==> src/rtl/alu_arbiter.sv <==
// Two-requester round-robin front end for one shared, externally built ALU.
// Each operation is held on the ALU for ALU_LAT cycles and then returned to its requester.
module alu_arbiter #(
    parameter int unsigned ALU_LAT = 1
) (
    input  logic        clk,
    input  logic        rst_n,
    input  logic        req0_valid,
    output logic        req0_ready,
    input  logic [31:0] req0_a,
    input  logic [31:0] req0_b,
    input  logic [4:0]  req0_op,
    input  logic        req1_valid,
    output logic        req1_ready,
    input  logic [31:0] req1_a,
    input  logic [31:0] req1_b,
    input  logic [4:0]  req1_op,
    output logic        rsp0_valid,
    input  logic        rsp0_ready,
    output logic [63:0] rsp0_result,
    output logic [3:0]  rsp0_flags,
    output logic        rsp0_err,
    output logic        rsp1_valid,
    input  logic        rsp1_ready,
    output logic [63:0] rsp1_result,
    output logic [3:0]  rsp1_flags,
    output logic        rsp1_err,
    output logic [31:0] alu_a,
    output logic [31:0] alu_b,
    output logic [4:0]  alu_ctrl,
    input  logic [63:0] alu_result,
    input  logic [3:0]  alu_flags,
    output logic        busy
);

    typedef enum logic [1:0] {IDLE, EXEC, RESP} state_t;

    localparam logic [3:0] LAT_M1 = 4'(ALU_LAT - 1);

    state_t      state_q, state_d;
    logic [31:0] a_q, a_d;
    logic [31:0] b_q, b_d;
    logic [4:0]  op_q, op_d;
    logic        id_q, id_d;
    logic        last_q, last_d;
    logic [3:0]  cnt_q, cnt_d;
    logic [63:0] result_q, result_d;
    logic [3:0]  flags_q, flags_d;
    logic        err_q, err_d;

    logic        grant_id;
    logic        grant0;
    logic        grant1;
    logic        rsp_ready_sel;

    function automatic logic op_legal(input logic [4:0] op);
        return (op <= 5'd14) || (op == 5'd16) || (op == 5'd17);
    endfunction

    // Ready is gated by rst_n so that every output reads 0 while reset is held.
    always_comb begin
        grant_id = (req0_valid && req1_valid) ? ~last_q : req1_valid;
        grant0   = rst_n && (state_q == IDLE) && req0_valid && !grant_id;
        grant1   = rst_n && (state_q == IDLE) && req1_valid && grant_id;
    end

    assign req0_ready    = grant0;
    assign req1_ready    = grant1;
    assign rsp_ready_sel = id_q ? rsp1_ready : rsp0_ready;

    // NOTE: every *_d gets its hold value first so no path leaves one unassigned and infers a latch.
    always_comb begin
        state_d  = state_q;
        a_d      = a_q;
        b_d      = b_q;
        op_d     = op_q;
        id_d     = id_q;
        last_d   = last_q;
        cnt_d    = cnt_q;
        result_d = result_q;
        flags_d  = flags_q;
        err_d    = err_q;

        case (state_q)
            IDLE: begin
                if (grant0 || grant1) begin
                    a_d     = grant1 ? req1_a  : req0_a;
                    b_d     = grant1 ? req1_b  : req0_b;
                    op_d    = grant1 ? req1_op : req0_op;
                    id_d    = grant1;
                    last_d  = grant1;
                    cnt_d   = LAT_M1;
                    state_d = EXEC;
                end
            end
            EXEC: begin
                if (cnt_q == 4'd0) begin
                    if (op_legal(op_q)) begin
                        result_d = alu_result;
                        flags_d  = alu_flags;
                        err_d    = 1'b0;
                    end else begin
                        result_d = 64'd0;
                        flags_d  = 4'd0;
                        err_d    = 1'b1;
                    end
                    state_d = RESP;
                end else begin
                    cnt_d = cnt_q - 4'd1;
                end
            end
            RESP: begin
                if (rsp_ready_sel) begin
                    state_d = IDLE;
                end
            end
            default: state_d = IDLE;
        endcase
    end

    // NOTE: state registers use non-blocking assignments so all flops update together at the edge.
    always_ff @(posedge clk or negedge rst_n) begin
        if (!rst_n) begin
            state_q  <= IDLE;
            a_q      <= 32'd0;
            b_q      <= 32'd0;
            op_q     <= 5'd0;
            id_q     <= 1'b0;
            last_q   <= 1'b1;
            cnt_q    <= 4'd0;
            result_q <= 64'd0;
            flags_q  <= 4'd0;
            err_q    <= 1'b0;
        end else begin
            state_q  <= state_d;
            a_q      <= a_d;
            b_q      <= b_d;
            op_q     <= op_d;
            id_q     <= id_d;
            last_q   <= last_d;
            cnt_q    <= cnt_d;
            result_q <= result_d;
            flags_q  <= flags_d;
            err_q    <= err_d;
        end
    end

    always_comb begin
        busy        = (state_q != IDLE);
        alu_a       = (state_q == EXEC) ? a_q  : 32'd0;
        alu_b       = (state_q == EXEC) ? b_q  : 32'd0;
        alu_ctrl    = (state_q == EXEC) ? op_q : 5'd0;
        rsp0_valid  = (state_q == RESP) && !id_q;
        rsp1_valid  = (state_q == RESP) && id_q;
        rsp0_result = rsp0_valid ? result_q : 64'd0;
        rsp0_flags  = rsp0_valid ? flags_q  : 4'd0;
        rsp0_err    = rsp0_valid ? err_q    : 1'b0;
        rsp1_result = rsp1_valid ? result_q : 64'd0;
        rsp1_flags  = rsp1_valid ? flags_q  : 4'd0;
        rsp1_err    = rsp1_valid ? err_q    : 1'b0;
    end

endmodule

==> config.mk <==
export PLATFORM = sky130hd
export DESIGN_NAME = alu_arbiter
export DESIGN_NICKNAME = d
export VERILOG_FILES = /design/src/rtl/alu_arbiter.sv
export SDC_FILE = /design/constraint.sdc
export NUM_CORES = 1
export LEC_CHECK = 0
export ABC_AREA = 1
export ABC_CLOCK_PERIOD_IN_PS = 1920
export BUFFER_PORTS_ARGS = -buffer_cell sky130_fd_sc_hd__buf_2
export CORE_MARGIN = 3
export CORE_UTILIZATION = 33
export DETAILED_ROUTE_END_ITERATION = 8
export HOLD_SLACK_MARGIN = 0.06
export PLACE_DENSITY_LB_ADDON = 0.3
export SLEW_MARGIN = 40
export SYNTH_ARGS = -nofsm -noshare
export SYNTH_HDL_FRONTEND = slang
export SYNTH_SLANG_ARGS = --single-unit
==> constraint.sdc <==
create_clock -name clk -period 1.92 [get_ports clk]
set_input_delay 0.384 -clock clk [delete_from_list [all_inputs] [get_ports clk]]
set_output_delay 0.384 -clock clk [all_outputs]
set_load 0.02 [all_outputs]
======== Word level (Yosys, flattened, before mapping) ========
Cells that the tools add are included.
word-level totals
  latch bits .............................. 0
  output and inout bits ................... 212
  memories ................................ 0
  ROM bits ................................ 0
  register bits ........................... 146
  logic and storage cells ................. 66
  input port bits ......................... 212
  memory bits (writable) .................. 0
operators by class
  mux-type cells .......................... 24
  equal/unequal tests ..................... 8
  reduce and logical (&&, ||, !) cells .... 21
  div/mod/pow operators ................... 0
  multipliers ............................. 0
  bitwise gates (word level) .............. 1
  $add $sub $neg .......................... 1
  order comparisons ....................... 1
  shifts and indexed selects .............. 0
operators with widths
  operator                                                                count
  64-bit two-way mux                                                      3
  32-bit two-way mux                                                      4
  4-bit two-way mux                                                       5
  5-bit equality test (second input constant)                             2
  5-bit two-way mux                                                       2
  1-bit logical AND                                                       8
  4-bit one-hot mux with 2 select lines                                   1
  2-bit two-way mux                                                       3
  2-bit != test (second input constant)                                   3
  2-bit one-hot mux with 3 select lines                                   1
  3-bit AND reduction                                                     2
  5-bit by 4-bit <= comparator with 1-bit output (second input constant)  1
  1-bit two-way mux                                                       5
  4-bit logical NOT                                                       1
  2-bit AND reduction                                                     2
  2-bit nonzero test                                                      2
  4-bit by 1-bit subtractor with 4-bit output (second input constant)     1
  1-bit logical OR                                                        3
  2-bit by 1-bit equality test with 1-bit output (second input constant)  1
  2-bit equality test (second input constant)                             1
  1-bit logical NOT                                                       2
  2-bit logical NOT                                                       1
  2-bit by 1-bit != test with 1-bit output (second input constant)        1
  1-bit NOT                                                               1

======== Depth between registers and ports, before layout ========
  word-level depth ........................ 7
  gate-level depth with buffers ........... 8
  depth with buffers taken out ............ 7

======== Least setup slack after synthesis ========
OpenSTA, ideal clock, no wires.
  path kind ............................... reg2out
  from .................................... reg state_q[0]
  to ...................................... out rsp0_err
  cell stages (with the launch flop) ...... 5
  arrival ................................. 1.430 ns
  setup slack ............................. 0.106 ns
  path buffers ............................ 1
  data required time ...................... 1.536 ns
  cells stage by stage .................... dfrtp_1 -> nor3_2 -> inv_2 -> clkbuf_1 -> nor2_1
on the way
  cells in the longest elaborated chain, start to end .. 3
ends and longest elaborated chain
  what                    RTL line  RTL
  from (decl)             40        state_t state_q, state_d;
  from (signal assigned)  135       state_q <= state_d;
  2-bit equality test     153       rsp0_valid = (state_q == RESP) && !id_q;
  1-bit logical AND       153
  via rsp0_valid          18        output logic rsp0_valid,
  1-bit two-way mux       157       rsp0_err = rsp0_valid ? err_q : 1'b0;
  to (decl)               22        output logic rsp0_err,
The timed path passes the listed nets, and every way through them passes these cells.

======== Final worst setup path ========
  from .................................... reg id_q
  to ...................................... out rsp0_result[16]
on the way
  cells in the longest elaborated chain, start to end .. 3
ends and longest elaborated chain
  what                    RTL line  RTL
  from (decl)             44        logic id_q, id_d;
  from (signal assigned)  139       id_q <= id_d;
  1-bit logical NOT       153
  1-bit logical AND       153
  64-bit two-way mux      155       rsp0_result = rsp0_valid ? result_q : 64'd0;
  to (decl)               20        output logic [63:0] rsp0_result,
Every way passes these cells.

==> impl_metrics.csv <==
group,metric,value,unit
logic_synthesis,synth_nets,1481,
worst_setup_path,critical-path-top-delay-family,"flip-flops",
logic_synthesis,syn_inst,1267,
worst_setup_path,reg2reg_to,"result_q[43]",
grt,antenna_found_initial,3,
worst_setup_path,path_cells,"nor3_4, inv_2, buf_12, nor2_1, buf_4",
logic_synthesis,synth.mux.area_fraction,0,%
logic_synthesis,synth_top_area_cell,"dfrtp_1",
sta,skew,0.00987,ns
pwr,pwr-share-comb,48.7,%
die,core-area,0.0254,sq mm
sta,fin_ws,-0.141,ns
die,die-area,0.0281,sq mm
clock_network,cts_made_buffers,17,
sta,period_needed,2.06,ns
drt,drt-pass1-iter-count,5,
drt,routed_via_density,4.81,
logic_synthesis,yosys.area_share.xor_xnor,0.102,%
die,io_pins,424,
grt,use_met3,4.46,%
worst_setup_path,arrival,1.68,ns
sta,tightestPinTransition,0.743,ns
pwr,swShare,44.6,%
drt,vias,9677,
grt,grt_overflow,0,
worst_setup_path,reg2regPathDepth,7,
worst_setup_path,crit_fanout,43,
pwr,power.internal,9.54,mW
sta,totalNegativeSetupSlack,-11.68,ns
placed_design,place_area,0.0112,sq mm
logic_synthesis,ys_ff_latch,146,
die,die_w,168,um
placed_design,dp_cells,1960,
worst_setup_path,critPathKind,"reg2out",
die,rows,58,
sta,finalCritPeriodShare,107,%
grt,grtUsageTotal,21.4,%
grt,busiest_layer,"met2",
pwr,seqPwrFrac,30.7,%
sta,setup_violations,181,
clock_network,clk_pin_slew,0.06,ns
pwr,leakage,6.98,nW
drt,postRouteWirelength,32200,um
drt,dr.first_iter.drc_count,653,
logic_synthesis,ys_seq_area_share,42.4,%
placed_design,dp_hpwl,22000,um
drt,ant_nets,0,
grt,met1_usage,26.7,%
pwr,power_frac_clock,20.6,%
finish,area_growth,51.3,%
worst_setup_path,r2r-start,"state_q[1]",
clock_network,cts-root-buf,"clkbuf_16",
finish,finalNonFillerCells,2010,
logic_synthesis,synth_fa_ha_area_share,0.290,%
placed_design,io_buffers,423,
worst_hold_path,hold_class,"in2async",
worst_setup_path,r2r_slack,0.14,ns
worst_setup_path,slowest_stage,"dfrtp_2",
status,status,"complete, but fails checks",
logic_synthesis,synth_compound_area_share,10.2,%
sta,rsz0062_at_grt,"yes",
drt,drc_errors,0,
clock_network,cts_tree,"yes",
logic_synthesis,synthDistinctLibCells,25,
sta,max_freq,485,MHz
drt,routedWlPerCell,16.0,um
logic_synthesis,synth_top_family_by_area,"simple AND/OR/NAND/NOR gates",
grt,grt_max_degree,112,
clock_network,clk_latency,0.42,ns
clock_network,cts_htree_levels,4,
grt,grt_pass1_wl,48800,um
worst_setup_path,required,1.54,ns
status,violations,"negative setup slack",
sta,finalHoldWorstSlack,0.0891,ns
placed_design,gp_congestion,0.907,
logic_synthesis,synthSimpleGateAreaFrac,32.6,%
logic_synthesis,syn_area,0.00862,sq mm
clock_network,cts_sinks,146,
worst_setup_path,end_kind,"primary output",
sta,drv_slew,0,
clock_network,clock_path_buffers,2,
pwr,power.density,1320,mW/mm^2
finish,fin_area,0.0130,sq mm
die,start_util,33.9,%
finish,drive_gt1_share,36.9,%
logic_synthesis,synth.top_cell.area_share,42.1,%
sta,maxSlewHeadroom,50.3,%
pwr,power,17.2,mW
grt,use_met2,37.5,%
finish,nNetsFinal,1879,
pwr,vdd_drop_max,0.629,mV
worst_setup_path,start_kind,"flip-flop",
worst_setup_path,max_stage_delay,0.45,ns
die,die_h,168,um
sta,hold_violations,0,
logic_synthesis,synth_area_leaders,"dfrtp_1 (42%), nand3_1 (13%), nand2_1 (9.7%)",
run,maxCapViolCount,0,
grt,grt_pass1_vias,9338,
logic_synthesis,avgSynthCellArea,6.80,sq um
worst_setup_path,critPathBufInv,3,
logic_synthesis,ys.warnings.count,0,
pwr,power.net_switching,7.67,mW
[state kept, by name, summed over array words and instances (netlist names)]
name      count
result_q     64
a_q          32
b_q          32
op_q          5
cnt_q         4
flags_q       4
state_q       2
err_q         1
id_q          1
last_q        1
[logic make-up after synthesis]
kind of cell | Yosys count
and+or+nand+nor | 664
buffers and inverters | 315
DFF | 146
AOI/OAI and AO/OA | 139
xor gates and xnor gates | 1
adders and majority gates | 2
[synthesized netlist by cell type (all sizes together)]
library cell  instances
a21oi                 1
nor2                214
inv                 222
nand3               217
nand2               226
xor2                  1
dfstp                 1
or2                   1
ha                    2
nand4                 5
o21bai               69
clkbuf               54
dfrtp               145
buf                  39
nor3                  1
o21ai                69
[worst max-delay path by stage]
stage | from | endpoint | depth (start not counted)
global placement | op_q[0] | result_q[29] | 4
global route | id_q | rsp0_result[16] | 5
floorplan | state_q[0] | rsp0_err | 4
finish | id_q | rsp0_result[16] | 5
detailed placement | state_q[1] | result_q[4] | 7
CTS | state_q[0] | rsp1_result[4] | 6
[layout by cell type, fill, tap and decap left out, drive strengths merged]
cell / n
clkinv: 5
buf: 466
ha: 2
dlygate4sd3: 1
nand4: 5
o21ai: 69
nor3: 1
inv: 226
or2: 1
bufinv: 3
a21oi: 1
clkbuf: 25
nand2: 226
o21bai: 69
xor2: 1
dfstp: 1
diode: 2
nand3: 217
dfrtp: 145
nor2: 214
[final cells by class]
class	instances	area, sq um
Sequential cell	146	3660
Inverter	222	836
Antenna cell	2	5.00
Timing Repair Buffer	472	3380
Multi-Input combinational cell	806	4120
Tap cell	330	413
Clock inverter	12	169
Fill cell	2501	12400
Clock buffer	20	457
[through the flow]
stage / utilization (%) / worst slack, ns
finish: 51.3 / -0.141
global route: 51.3 / -0.222
CTS: 48.3 / -0.135
detailed placement: 44.1 / 0.166
floorplan: - / 0.106
global placement: 44.1 / 0.245
[routing by layer]
layer	routed length, um	vias to the layer above
li1	-	4696
met1	12900	4515
met2	16400	420
met3	2240	44
met4	648	2
met5	8	-
[power by group through the flow]
| stage | combinational (mW) | sequential (mW) | clock, mW |
|---|---|---|---|
| 5_1_grt | 9.30 | 5.45 | 3.79 |
| 3_3_place_gp | 7.44 | 5.22 | 0 |
| 2_1_floorplan | 4.98 | 5.07 | 0 |
| 6_report | 8.38 | 5.29 | 3.54 |
| 3_5_place_dp | 7.54 | 5.29 | 0 |
| 4_1_cts | 7.79 | 5.25 | 3.65 |
[worst reg2reg max path: cells and delay by family (launching register included)]
family / cells / cell delay [ns]
flip-flops: 1 / 0.42
buffers and inverters: 3 / 0.59
AND/OR/NAND/NOR: 3 / 0.44
AO/OA/AOI/OAI: 1 / 0.24
[timing repair]
action                                  4_1_cts  5_1_grt
buffers inserted                              2        4
cloned                                        0        9
hold buffers                                  1        0
pin swaps                                     2        1
resized for setup                           160      179
hold endpoints to repair                      2        0
endpoints found under the setup margin      193      207
(Power assumes the default switching activity.)
